--- src/rtl/ssc_uart_pkg.sv ---
// Shared definitions for the SSC UART receiver, transmitter and register block:
// FSM state, word-length and parity encodings, oversample constants.
package ssc_uart_pkg;

  typedef enum logic [2:0] {
    ST_IDLE       = 3'd0,
    ST_START      = 3'd1,
    ST_DATA       = 3'd2,
    ST_PARITY     = 3'd3,
    ST_STOP       = 3'd4,
    ST_BREAK_WAIT = 3'd5
  } uart_state_e;

  typedef enum logic [1:0] {
    WLEN_5 = 2'd0,
    WLEN_6 = 2'd1,
    WLEN_7 = 2'd2,
    WLEN_8 = 2'd3
  } word_len_e;

  typedef enum logic {
    PAR_EVEN = 1'b0,
    PAR_ODD  = 1'b1
  } parity_sel_e;

  localparam logic [3:0] OS_START_SAMPLE = 4'd7;
  localparam logic [3:0] OS_BIT_SAMPLE   = 4'd15;

  // Index of the last data bit for a given word-length code (5..8 bits).
  function automatic logic [2:0] last_bit_idx(input logic [1:0] word_len);
    return 3'd4 + {1'b0, word_len};
  endfunction

  // 1 when data plus parity bit do not have the parity demanded by odd_sel.
  function automatic logic parity_mismatch(input logic [7:0] data,
                                           input logic       par_bit,
                                           input logic       odd_sel);
    return (^{data, par_bit}) ^ odd_sel;
  endfunction

endpackage

--- src/rtl/ssc_baud_tick.sv ---
// Free-running prescaler: one-cycle tick every max(div_i,1) clk_logic cycles.
module ssc_baud_tick (
  input  logic        clk_logic,
  input  logic        device_reset_n,
  input  logic [15:0] div_i,
  output logic        tick_o
);

  logic [15:0] cnt_q, cnt_d;
  logic [15:0] term_s;
  logic        tick_q, tick_d;

  // Terminal-count compare; >= keeps the counter bounded if div_i shrinks.
  always_comb begin
    term_s = 16'd0;
    cnt_d  = cnt_q;
    tick_d = 1'b0;
    if (div_i > 16'd1) begin
      term_s = div_i - 16'd1;
    end else begin
      term_s = 16'd0;
    end
    if (cnt_q >= term_s) begin
      cnt_d  = 16'd0;
      tick_d = 1'b1;
    end else begin
      cnt_d  = cnt_q + 16'd1;
      tick_d = 1'b0;
    end
  end

  // Counter and tick registers.
  always_ff @(posedge clk_logic or negedge device_reset_n) begin
    if (!device_reset_n) begin
      cnt_q  <= 16'd0;
      tick_q <= 1'b0;
    end else begin
      cnt_q  <= cnt_d;
      tick_q <= tick_d;
    end
  end

  assign tick_o = tick_q;

endmodule

--- src/rtl/ssc_uart_rx_chk.sv ---
// Invariant checks for ssc_uart_rx; carries no logic of its own.
module ssc_uart_rx_chk #(
  parameter int CLOCK_SPEED_HZ = 54_000_000,
  parameter int SYNC_STAGES    = 2
) (
  input logic clk_logic,
  input logic device_reset_n,
  input logic rx_full_i,
  input logic overrun_i
);

  a_params: assert property (@(posedge clk_logic)
    (SYNC_STAGES >= 2) && (CLOCK_SPEED_HZ > 0));

  a_overrun_needs_full: assert property (@(posedge clk_logic) disable iff (!device_reset_n)
    overrun_i |-> rx_full_i);

endmodule

--- src/rtl/ssc_uart_rx.sv ---
// 16x-oversampled UART receiver with a single holding register and
// parity / framing / overrun / break status.
module ssc_uart_rx
  import ssc_uart_pkg::*;
#(
  parameter int CLOCK_SPEED_HZ = 54_000_000,
  parameter int SYNC_STAGES    = 2
) (
  input  logic        clk_logic,
  input  logic        device_reset_n,
  input  logic        enable_i,
  input  logic [15:0] baud_div_i,
  input  logic [1:0]  word_len_i,
  input  logic        parity_en_i,
  input  logic        parity_odd_i,
  input  logic        uart_rx_i,
  input  logic        rd_i,
  output logic [7:0]  rx_data_o,
  output logic        rx_full_o,
  output logic        parity_err_o,
  output logic        framing_err_o,
  output logic        overrun_o,
  output logic        break_o
);

  logic [SYNC_STAGES-1:0] sync_q;
  logic                   line_s;
  logic                   tick_s;

  uart_state_e state_q, state_d;
  logic [3:0]  os_cnt_q, os_cnt_d;
  logic [2:0]  bit_cnt_q, bit_cnt_d;
  logic [7:0]  shift_q, shift_d;
  word_len_e   wlen_q, wlen_d;
  logic        par_en_q, par_en_d;
  parity_sel_e par_sel_q, par_sel_d;
  logic        par_bit_q, par_bit_d;
  logic        perr_pend_q, perr_pend_d;
  logic        done_s, ferr_s, brk_set_s;

  logic [7:0]  data_q, data_d;
  logic        full_q, full_d;
  logic        perr_q, perr_d;
  logic        ferr_q, ferr_d;
  logic        ovr_q, ovr_d;
  logic        brk_q, brk_d;

  ssc_baud_tick u_baud_tick (
    .clk_logic      (clk_logic),
    .device_reset_n (device_reset_n),
    .div_i          (baud_div_i),
    .tick_o         (tick_s)
  );

  ssc_uart_rx_chk #(
    .CLOCK_SPEED_HZ (CLOCK_SPEED_HZ),
    .SYNC_STAGES    (SYNC_STAGES)
  ) u_chk (
    .clk_logic      (clk_logic),
    .device_reset_n (device_reset_n),
    .rx_full_i      (full_q),
    .overrun_i      (ovr_q)
  );

  // Line synchronizer, reset to the idle level.
  always_ff @(posedge clk_logic or negedge device_reset_n) begin
    if (!device_reset_n) begin
      sync_q <= {SYNC_STAGES{1'b1}};
    end else begin
      sync_q <= {sync_q[SYNC_STAGES-2:0], uart_rx_i};
    end
  end

  assign line_s = sync_q[SYNC_STAGES-1];

  // Receive FSM and datapath next-state.
  always_comb begin
    state_d     = state_q;
    os_cnt_d    = os_cnt_q;
    bit_cnt_d   = bit_cnt_q;
    shift_d     = shift_q;
    wlen_d      = wlen_q;
    par_en_d    = par_en_q;
    par_sel_d   = par_sel_q;
    par_bit_d   = par_bit_q;
    perr_pend_d = perr_pend_q;
    done_s      = 1'b0;
    ferr_s      = 1'b0;
    if (!enable_i) begin
      state_d   = ST_IDLE;
      os_cnt_d  = 4'd0;
      bit_cnt_d = 3'd0;
    end else begin
      case (state_q)
        ST_IDLE: begin
          if (tick_s && !line_s) begin
            state_d     = ST_START;
            os_cnt_d    = 4'd0;
            bit_cnt_d   = 3'd0;
            shift_d     = 8'h00;
            par_bit_d   = 1'b0;
            perr_pend_d = 1'b0;
            wlen_d      = word_len_e'(word_len_i);
            par_en_d    = parity_en_i;
            par_sel_d   = parity_sel_e'(parity_odd_i);
          end else begin
            state_d = ST_IDLE;
          end
        end
        ST_START: begin
          if (tick_s && (os_cnt_q == OS_START_SAMPLE)) begin
            os_cnt_d = 4'd0;
            state_d  = line_s ? ST_IDLE : ST_DATA;
          end else if (tick_s) begin
            os_cnt_d = os_cnt_q + 4'd1;
          end else begin
            os_cnt_d = os_cnt_q;
          end
        end
        ST_DATA: begin
          if (tick_s) begin
            os_cnt_d = os_cnt_q + 4'd1;
            if (os_cnt_q == OS_BIT_SAMPLE) begin
              shift_d[bit_cnt_q] = line_s;
              if (bit_cnt_q == last_bit_idx(wlen_q)) begin
                bit_cnt_d = 3'd0;
                state_d   = par_en_q ? ST_PARITY : ST_STOP;
              end else begin
                bit_cnt_d = bit_cnt_q + 3'd1;
              end
            end else begin
              bit_cnt_d = bit_cnt_q;
            end
          end else begin
            os_cnt_d = os_cnt_q;
          end
        end
        ST_PARITY: begin
          if (tick_s) begin
            os_cnt_d = os_cnt_q + 4'd1;
            if (os_cnt_q == OS_BIT_SAMPLE) begin
              par_bit_d   = line_s;
              perr_pend_d = parity_mismatch(shift_q, line_s, par_sel_q == PAR_ODD);
              state_d     = ST_STOP;
            end else begin
              state_d = ST_PARITY;
            end
          end else begin
            os_cnt_d = os_cnt_q;
          end
        end
        ST_STOP: begin
          if (tick_s) begin
            os_cnt_d = os_cnt_q + 4'd1;
            if (os_cnt_q == OS_BIT_SAMPLE) begin
              done_s  = 1'b1;
              ferr_s  = !line_s;
              state_d = line_s ? ST_IDLE : ST_BREAK_WAIT;
            end else begin
              state_d = ST_STOP;
            end
          end else begin
            os_cnt_d = os_cnt_q;
          end
        end
        ST_BREAK_WAIT: begin
          if (line_s) begin
            state_d = ST_IDLE;
          end else begin
            state_d = ST_BREAK_WAIT;
          end
        end
        default: begin
          state_d  = ST_IDLE;
          os_cnt_d = 4'd0;
        end
      endcase
    end
  end

  assign brk_set_s = done_s && ferr_s && (shift_q == 8'h00) && !par_bit_q;

  // Holding register and status flags; a same-cycle read frees the slot.
  always_comb begin
    data_d = data_q;
    full_d = full_q;
    perr_d = perr_q;
    ferr_d = ferr_q;
    ovr_d  = ovr_q;
    brk_d  = brk_q;
    if (done_s && (!full_q || rd_i)) begin
      data_d = shift_q;
      full_d = 1'b1;
      perr_d = perr_pend_q;
      ferr_d = ferr_s;
      ovr_d  = 1'b0;
    end else if (done_s) begin
      ovr_d = 1'b1;
    end else if (rd_i && full_q) begin
      full_d = 1'b0;
      ovr_d  = 1'b0;
    end else begin
      full_d = full_q;
    end
    if (brk_set_s) begin
      brk_d = 1'b1;
    end else if ((state_q == ST_BREAK_WAIT) && (state_d != ST_BREAK_WAIT)) begin
      brk_d = 1'b0;
    end else begin
      brk_d = brk_q;
    end
  end

  // State and datapath registers.
  always_ff @(posedge clk_logic or negedge device_reset_n) begin
    if (!device_reset_n) begin
      state_q     <= ST_IDLE;
      os_cnt_q    <= 4'd0;
      bit_cnt_q   <= 3'd0;
      shift_q     <= 8'h00;
      wlen_q      <= WLEN_5;
      par_en_q    <= 1'b0;
      par_sel_q   <= PAR_EVEN;
      par_bit_q   <= 1'b0;
      perr_pend_q <= 1'b0;
      data_q      <= 8'h00;
      full_q      <= 1'b0;
      perr_q      <= 1'b0;
      ferr_q      <= 1'b0;
      ovr_q       <= 1'b0;
      brk_q       <= 1'b0;
    end else begin
      state_q     <= state_d;
      os_cnt_q    <= os_cnt_d;
      bit_cnt_q   <= bit_cnt_d;
      shift_q     <= shift_d;
      wlen_q      <= wlen_d;
      par_en_q    <= par_en_d;
      par_sel_q   <= par_sel_d;
      par_bit_q   <= par_bit_d;
      perr_pend_q <= perr_pend_d;
      data_q      <= data_d;
      full_q      <= full_d;
      perr_q      <= perr_d;
      ferr_q      <= ferr_d;
      ovr_q       <= ovr_d;
      brk_q       <= brk_d;
    end
  end

  assign rx_data_o     = data_q;
  assign rx_full_o     = full_q;
  assign parity_err_o  = perr_q;
  assign framing_err_o = ferr_q;
  assign overrun_o     = ovr_q;
  assign break_o       = brk_q;

endmodule

--- config.mk ---
export PLATFORM = sky130hd
export DESIGN_NAME = ssc_uart_rx
export DESIGN_NICKNAME = d
export VERILOG_FILES = /design/src/rtl/ssc_uart_pkg.sv /design/src/rtl/ssc_baud_tick.sv /design/src/rtl/ssc_uart_rx_chk.sv /design/src/rtl/ssc_uart_rx.sv
export SDC_FILE = /design/constraint.sdc
export NUM_CORES = 1
export LEC_CHECK = 0
export ABC_AREA = 1
export CAP_MARGIN = 40
export CELL_PAD_IN_SITES_DETAIL_PLACEMENT = 0
export CELL_PAD_IN_SITES_GLOBAL_PLACEMENT = 1
export CORE_MARGIN = 2
export CORE_UTILIZATION = 45
export DETAILED_ROUTE_END_ITERATION = 10
export PLACE_DENSITY = 0.9
export SLEW_MARGIN = 40
export SYNTH_ARGS = -nofsm -noshare
export SYNTH_HDL_FRONTEND = slang
export SYNTH_SLANG_ARGS = --single-unit
--- constraint.sdc ---
create_clock -name clk_logic -period 3.3 [get_ports clk_logic]
set_clock_uncertainty 0.1 [all_clocks]
set_input_delay 0.66 -clock clk_logic [delete_from_list [all_inputs] [get_ports clk_logic]]
set_output_delay 0.66 -clock clk_logic [all_outputs]
set_load 0.05 [all_outputs]
After elaboration in Yosys (flattened, before gate mapping)
Cells that the tools add are included.
- add/subtract/negate cells: 5
- magnitude comparators: 4
- eq/ne operators: 20
- mux-type cells: 57
- bitwise gates (word level): 1
- reduce and logical (&&, ||, !) cells: 28
- operators by type and width (operator ; number):
    3-bit 2-to-1 mux ; 16
    16-bit 2-to-1 mux ; 2
    8-bit 2-to-1 mux ; 3
    1-bit 2-to-1 mux ; 23
    3-bit case mux with 6 select lines ; 1
    16-bit by 1-bit adder with 16-bit output (second input constant) ; 1
    16-bit >= comparator ; 1
    16-bit by 1-bit greater-than comparator with 1-bit output (second input constant) ; 1
    4-bit 2-to-1 mux ; 4
    4-bit case mux with 4 select lines ; 1
    8-bit case mux with 2 select lines ; 1
    16-bit by 1-bit subtractor with 16-bit output (second input constant) ; 1
    5-bit AND reduction ; 2
    1-bit logical AND ; 9
    3-bit != test (second input constant) ; 3
    9-bit XOR reduction ; 1
    8-bit bitwise mux ; 1
    8-bit zero test ; 1
    2-bit != test (second input constant) ; 4
    2-bit nonzero test ; 4
    3-bit by 2-bit equality test with 1-bit output (second input constant) ; 2
    3-bit equality test (second input constant) ; 2
    2-bit by 1-bit != test with 1-bit output (second input constant) ; 3
    3-bit case mux with 2 select lines ; 1
    23 further kinds ; 27
- register bits after elaboration: 56
- input port bits: 25
- output and inout bits: 13
- logic and storage cells: 133

Depth between registers and ports, before layout
- word-level depth: 11
- depth in mapped cells: 17
- mapped depth without buffers: 16

Hierarchy
From an unflattened synthesis, not the netlist that was laid out.
- cell total of the unflattened synthesis: 536
- area total of the unflattened synthesis: 3940.0 µm²
- by module, submodules not included (module ; instances ; cells an instance ; area an instance (µm²) ; seq. area each (µm²)):
    ssc_uart_rx ; 1 ; 272 ; 2150.8 ; 978.4
    ssc_baud_tick ; 1 ; 264 ; 1789.2 ; 425.4

Worst setup path after synthesis
No wires, ideal clock.
- path kind: input -> register
- from: input port baud_div_i[0]
- to: register u_baud_tick.cnt_q[15]
- setup time: 120 ps
- data arrival time: 2812 ps
- data required time: 3080 ps
- path slack: 268 ps
- stages on the path: 17
- buffers on the path: 1
- cell sequence: inv_1 ha_1 inv_1 nor2_1 nand2_1 nor2_1 a21oi_1 nand3b_1 ha_1 nand2_1 inv_1 nand3_1 nor3_1 nand3_1 nand3_1 buf_2 nor2_1
- cells in the longest elaborated chain, start to end: 4
- elaborated cells between the ends (all ways): 5
- classes of those cells: add/sub (1); order compare (2); mux (2)
- ends and longest elaborated chain (what ; line ; source):
    from (decl) ; ssc_uart_rx.sv:12 ; input logic [15:0] baud_div_i,
    16-bit by 1-bit subtractor with 16-bit output or 16-bit by 1-bit greater-than comparator with 1-bit output (tied branches) ; ssc_baud_tick.sv:19, ssc_baud_tick.sv:18 ;
    16-bit 2-to-1 mux (*) ; ssc_baud_tick.sv:18 ; if (div_i > 16'd1) begin
    16-bit >= comparator (*) ; ssc_baud_tick.sv:23 ; if (cnt_q >= term_s) begin
    16-bit 2-to-1 mux (*) ; ssc_baud_tick.sv:23 ;
    net u_baud_tick.cnt_d[15] ; ssc_baud_tick.sv:9 ; logic [15:0] cnt_q, cnt_d;
    to (signal assigned) ; ssc_baud_tick.sv:38 ; cnt_q <= cnt_d;
    to (decl) ; ssc_baud_tick.sv:9 ;
Mark *: on every way through the listed nets, which the timed path passes. The rest lies on a longest branch.
A chain may end at the register's enable or synchronous reset.

Final worst setup path
- from: input port baud_div_i[0]
- to: register u_baud_tick.cnt_q[6]
Same word-level chain as after synthesis.

==> out/metrics.yaml <==
dr_total_vias: 3246
synth_compound_area_share_pct: 8.53
start_kind: "primary input"
ir_worst_vdd_v: 0.000239
holdWs_ns: 0.223
period_minus_slack_ns: 3.18
power.share.switching_pct: 29.8
avgRoutedWirePerCell_um: 12.4
grt_pass1_vias: 2945
p_per_area_nw_per_um2: 326
initial_utilization_pct: 46.8
cp_common_cell: "inv_1"
power_leakage_nw: 2.27
netlist_area_um2: 3650
crit_required_ns: 3.39
synth_fp_nets: 525
portBuffers: 37
drt_first_pass_iters: 4
ios: 38
cp_top_family: "simple AND/OR/NAND/NOR gates"
grt_pass1_wl_um: 13000
pwr-share-comb_pct: 20.8
core_area_um2: 7810
drtAntennaViolNets: 0
synth_ff_type: "dfrtp_1"
crit_path_end_kind: "register"
yosys.area_share.xor_xnor_pct: 6.24
numCtsBuffers: 5
critPathMaxFanout: 8
max_freq_mhz: 314
yosys.area_share.simple_pct: 28.8
pre_cts_slack_ns: -0.201
cts_buffer_depth: 2
hp-class: "in2async"
maxCapViolations: 0
switching_power_uw: 443
dp_cells: 634
synth_cell_types: 40
path_class: "in2reg"
synth_fa_ha_area_share_pct: 7.20
crit_chain: "clkdlybuf4s50_1 > inv_1 > ha_1 > inv_2 > nor2_2 > nand2_2 > inv_1 > o2111ai_2 > nand2_1 > ha_4 > nand2_1 > inv_1 > nand3_2 > nor3_2 > nand3_1 > nand3_4 > clkbuf_16 > nor2_1"
synth_area_leader_cell: "dfrtp_1"
fin_crit_sh_pct: 96.4
cp.arrival_ns: 3.27
drt_iter0_drc: 210
clock_latency_ns: 0.30
synthMuxAreaShare_pct: 2.26
viasPerCell: 5.03
cpPeakStageDelay_ns: 0.48
post-route-drc-count: 0
area_growth_pct: 24.6
fin_setup_tns_ns: 0
synth-edff-count: 0
grt_overflow: 0
fin_cells: 645
stdcell_area_um2: 4550
die-area_um2: 8850
post-dp-hpwl_um: 6080
yosysSeqAreaShare_pct: 38.5
syn_inst: 479
synth.top_cell.area_share_pct: 37.0
die_w_um: 94.1
setup-violations-final: 0
drive_gt1_share_pct: 14.2
drt_wl_total_um: 8010
critPathSlowestCell: "clkdlybuf4s50_1"
p_total_mw: 1.48
synth_top_family_by_area: "simple AND/OR/NAND/NOR gates"
placed_area_um2: 4290
finalHoldViolations: 0
worst_pin_slew_ns: 0.540
n_antenna_cell: 0
clk_pin_slew_worst_paths_ns: 0.10
ys_ff_latch: 56
n_fill_cell: 741
cts_tree: "done"
final_util_pct: 58.3
clkPwrFrac_pct: 25.3
drv_slew: 0
antenna_found_initial: 0
synth-async-reset-ratio_pct: 100
rows: 32
ys_warn_count: 0
power_frac_seq_pct: 53.9
status: "completed"
maxSlewHeadroom_pct: 64.0
path_buf_inv: 6
cts_hold_buf: 0
grt_max_degree: 34
synth_area_leaders: "dfrtp_1 37%, nand2_1 9.4%, ha_1 7.2%"
nNetsFinal: 589
root_buffer: "clkbuf_8"
grt_usage_pct: 18.2
p_int_mw: 1.04
die_y_um: 94.1
gp_congestion: 0.868
syn_avg_cell_area_um2: 7.62
htreeDepth: 2
setup_ws_ns: 0.118
cts_sinks: 56
-- placed cells by master, fill, tap and decap left out, types with 2 or more instances in the layout --
cell type / synthesis / layout
nand2_1: 91 / 90
inv_1: 68 / 67
nor2_1: 66 / 60
dfrtp_1: 54 / 54
clkdlybuf4s50_1: 0 / 30
o21ai_0: 27 / 27
buf_4: 1 / 24
nand3_1: 25 / 23
a21oi_1: 21 / 20
ha_1: 21 / 20
nor3_1: 18 / 14
xnor2_1: 14 / 14
xor2_1: 12 / 12
nand4_1: 11 / 11
nor2_2: 3 / 8
mux2_2: 6 / 6
clkbuf_8: 0 / 6
dlymetal6s2s_1: 0 / 6
nor3_2: 1 / 5
nor4_1: 4 / 4
inv_2: 3 / 4
nand3b_1: 3 / 3
nand3_2: 2 / 3
nor3b_1: 3 / 3
o211ai_1: 2 / 2
a21oi_2: 1 / 2
nor2_4: 1 / 2
nand2_2: 1 / 2
o31ai_1: 2 / 2
clkbuf_16: 0 / 2
dfstp_2: 2 / 2
-- final timing paths --
| check | from | to | slack (ns) | cells after the start |
|---|---|---|---|---|
| min in group clk_logic | sync_q[0] | sync_q[1] | 0.26 | 0 |
| worst min register to register | sync_q[0] | sync_q[1] | 0.26 | 0 |
| worst max register to register | os_cnt_q[1] | shift_q[7] | 1.25 | 7 |
| worst max-delay path | baud_div_i[0] | u_baud_tick.cnt_q[6] | 0.12 | 18 |
| max in group asynchronous | device_reset_n | sync_q[0] | 2.03 | 2 |
| worst min-delay path | device_reset_n | rx_data_o[4] | 0.22 | 1 |
-- repair_timing --
action                     CTS  global route
setup buffers                0             2
setup endpoints to repair    0            17
gates resized for setup      0            26
-- cell families (layout without fill, tap and decap cells) --
logic type,Yosys count,after routing
AO/OA/AOI/OAI,57,57
XOR/XNOR,26,26
adder cells (fa/ha/maj),21,21
buffers and inverters,79,143
flip-flops,56,56
multiplexers,7,7
AND/OR/NAND/NOR,233,233
-- synthesized netlist by cell type (2+ instances only) --
library cell  count
nand3_1          25
buf_2             3
a21oi_1          21
xnor2_1          14
dfrtp_1          54
nor3_1           18
nand3b_1          3
nor2_2            3
clkbuf_1          2
inv_2             3
o31ai_1           2
xor2_1           12
nand2_1          91
ha_1             21
nor4_1            4
o211ai_1          2
nor2_1           66
inv_1            68
nand4_1          11
mux2_2            6
nand3_2           2
o21ai_0          27
dfstp_2           2
nor3b_1           3
-- power groups by stage --
stage | combinational (mW) | sequential, mW | clock, mW
floorplan | 0.178 | 0.800 | 0
global placement | 0.283 | 0.807 | 0
detailed placement | 0.303 | 0.808 | 0
CTS | 0.303 | 0.796 | 0.396
global route | 0.356 | 0.807 | 0.421
finish | 0.309 | 0.799 | 0.376
-- final cells by class --
class	instances	area [um^2]	share of cell area, %
multi-input combinational	344	2020	44.3
sequential	56	1400	30.9
timing repair buffer	65	642	14.1
inverter	71	267	5.86
tap	102	128	2.81
clock buffer	6	82.6	1.82
clock inverter	1	8.76	0.193
-- metal layers --
metal	track usage (%)	vias to the layer above	part of all wire [%]
li1	-	1680	-
met1	26.9	1501	51
met2	28.6	61	45
met3	2.25	4	3.1
met4	4.23	0	0.71
met5	0	-	0
-- sequential cells by signal, summed over array words and instances, names as in the netlist --
| register | cells |
|---|---|
| par_sel_q | 1 |
| parity_err_o | 1 |
| shift_q | 8 |
| state_q | 3 |
| u_baud_tick.tick_o | 1 |
| u_baud_tick.cnt_q | 16 |
| break_o | 1 |
| wlen_q | 2 |
| sync_q | 2 |
| bit_cnt_q | 3 |
| rx_full_o | 1 |
| rx_data_o | 8 |
| par_en_q | 1 |
| par_bit_q | 1 |
| overrun_o | 1 |
| os_cnt_q | 4 |
| framing_err_o | 1 |
| perr_pend_q | 1 |
Power figures use the tool's default switching activity.
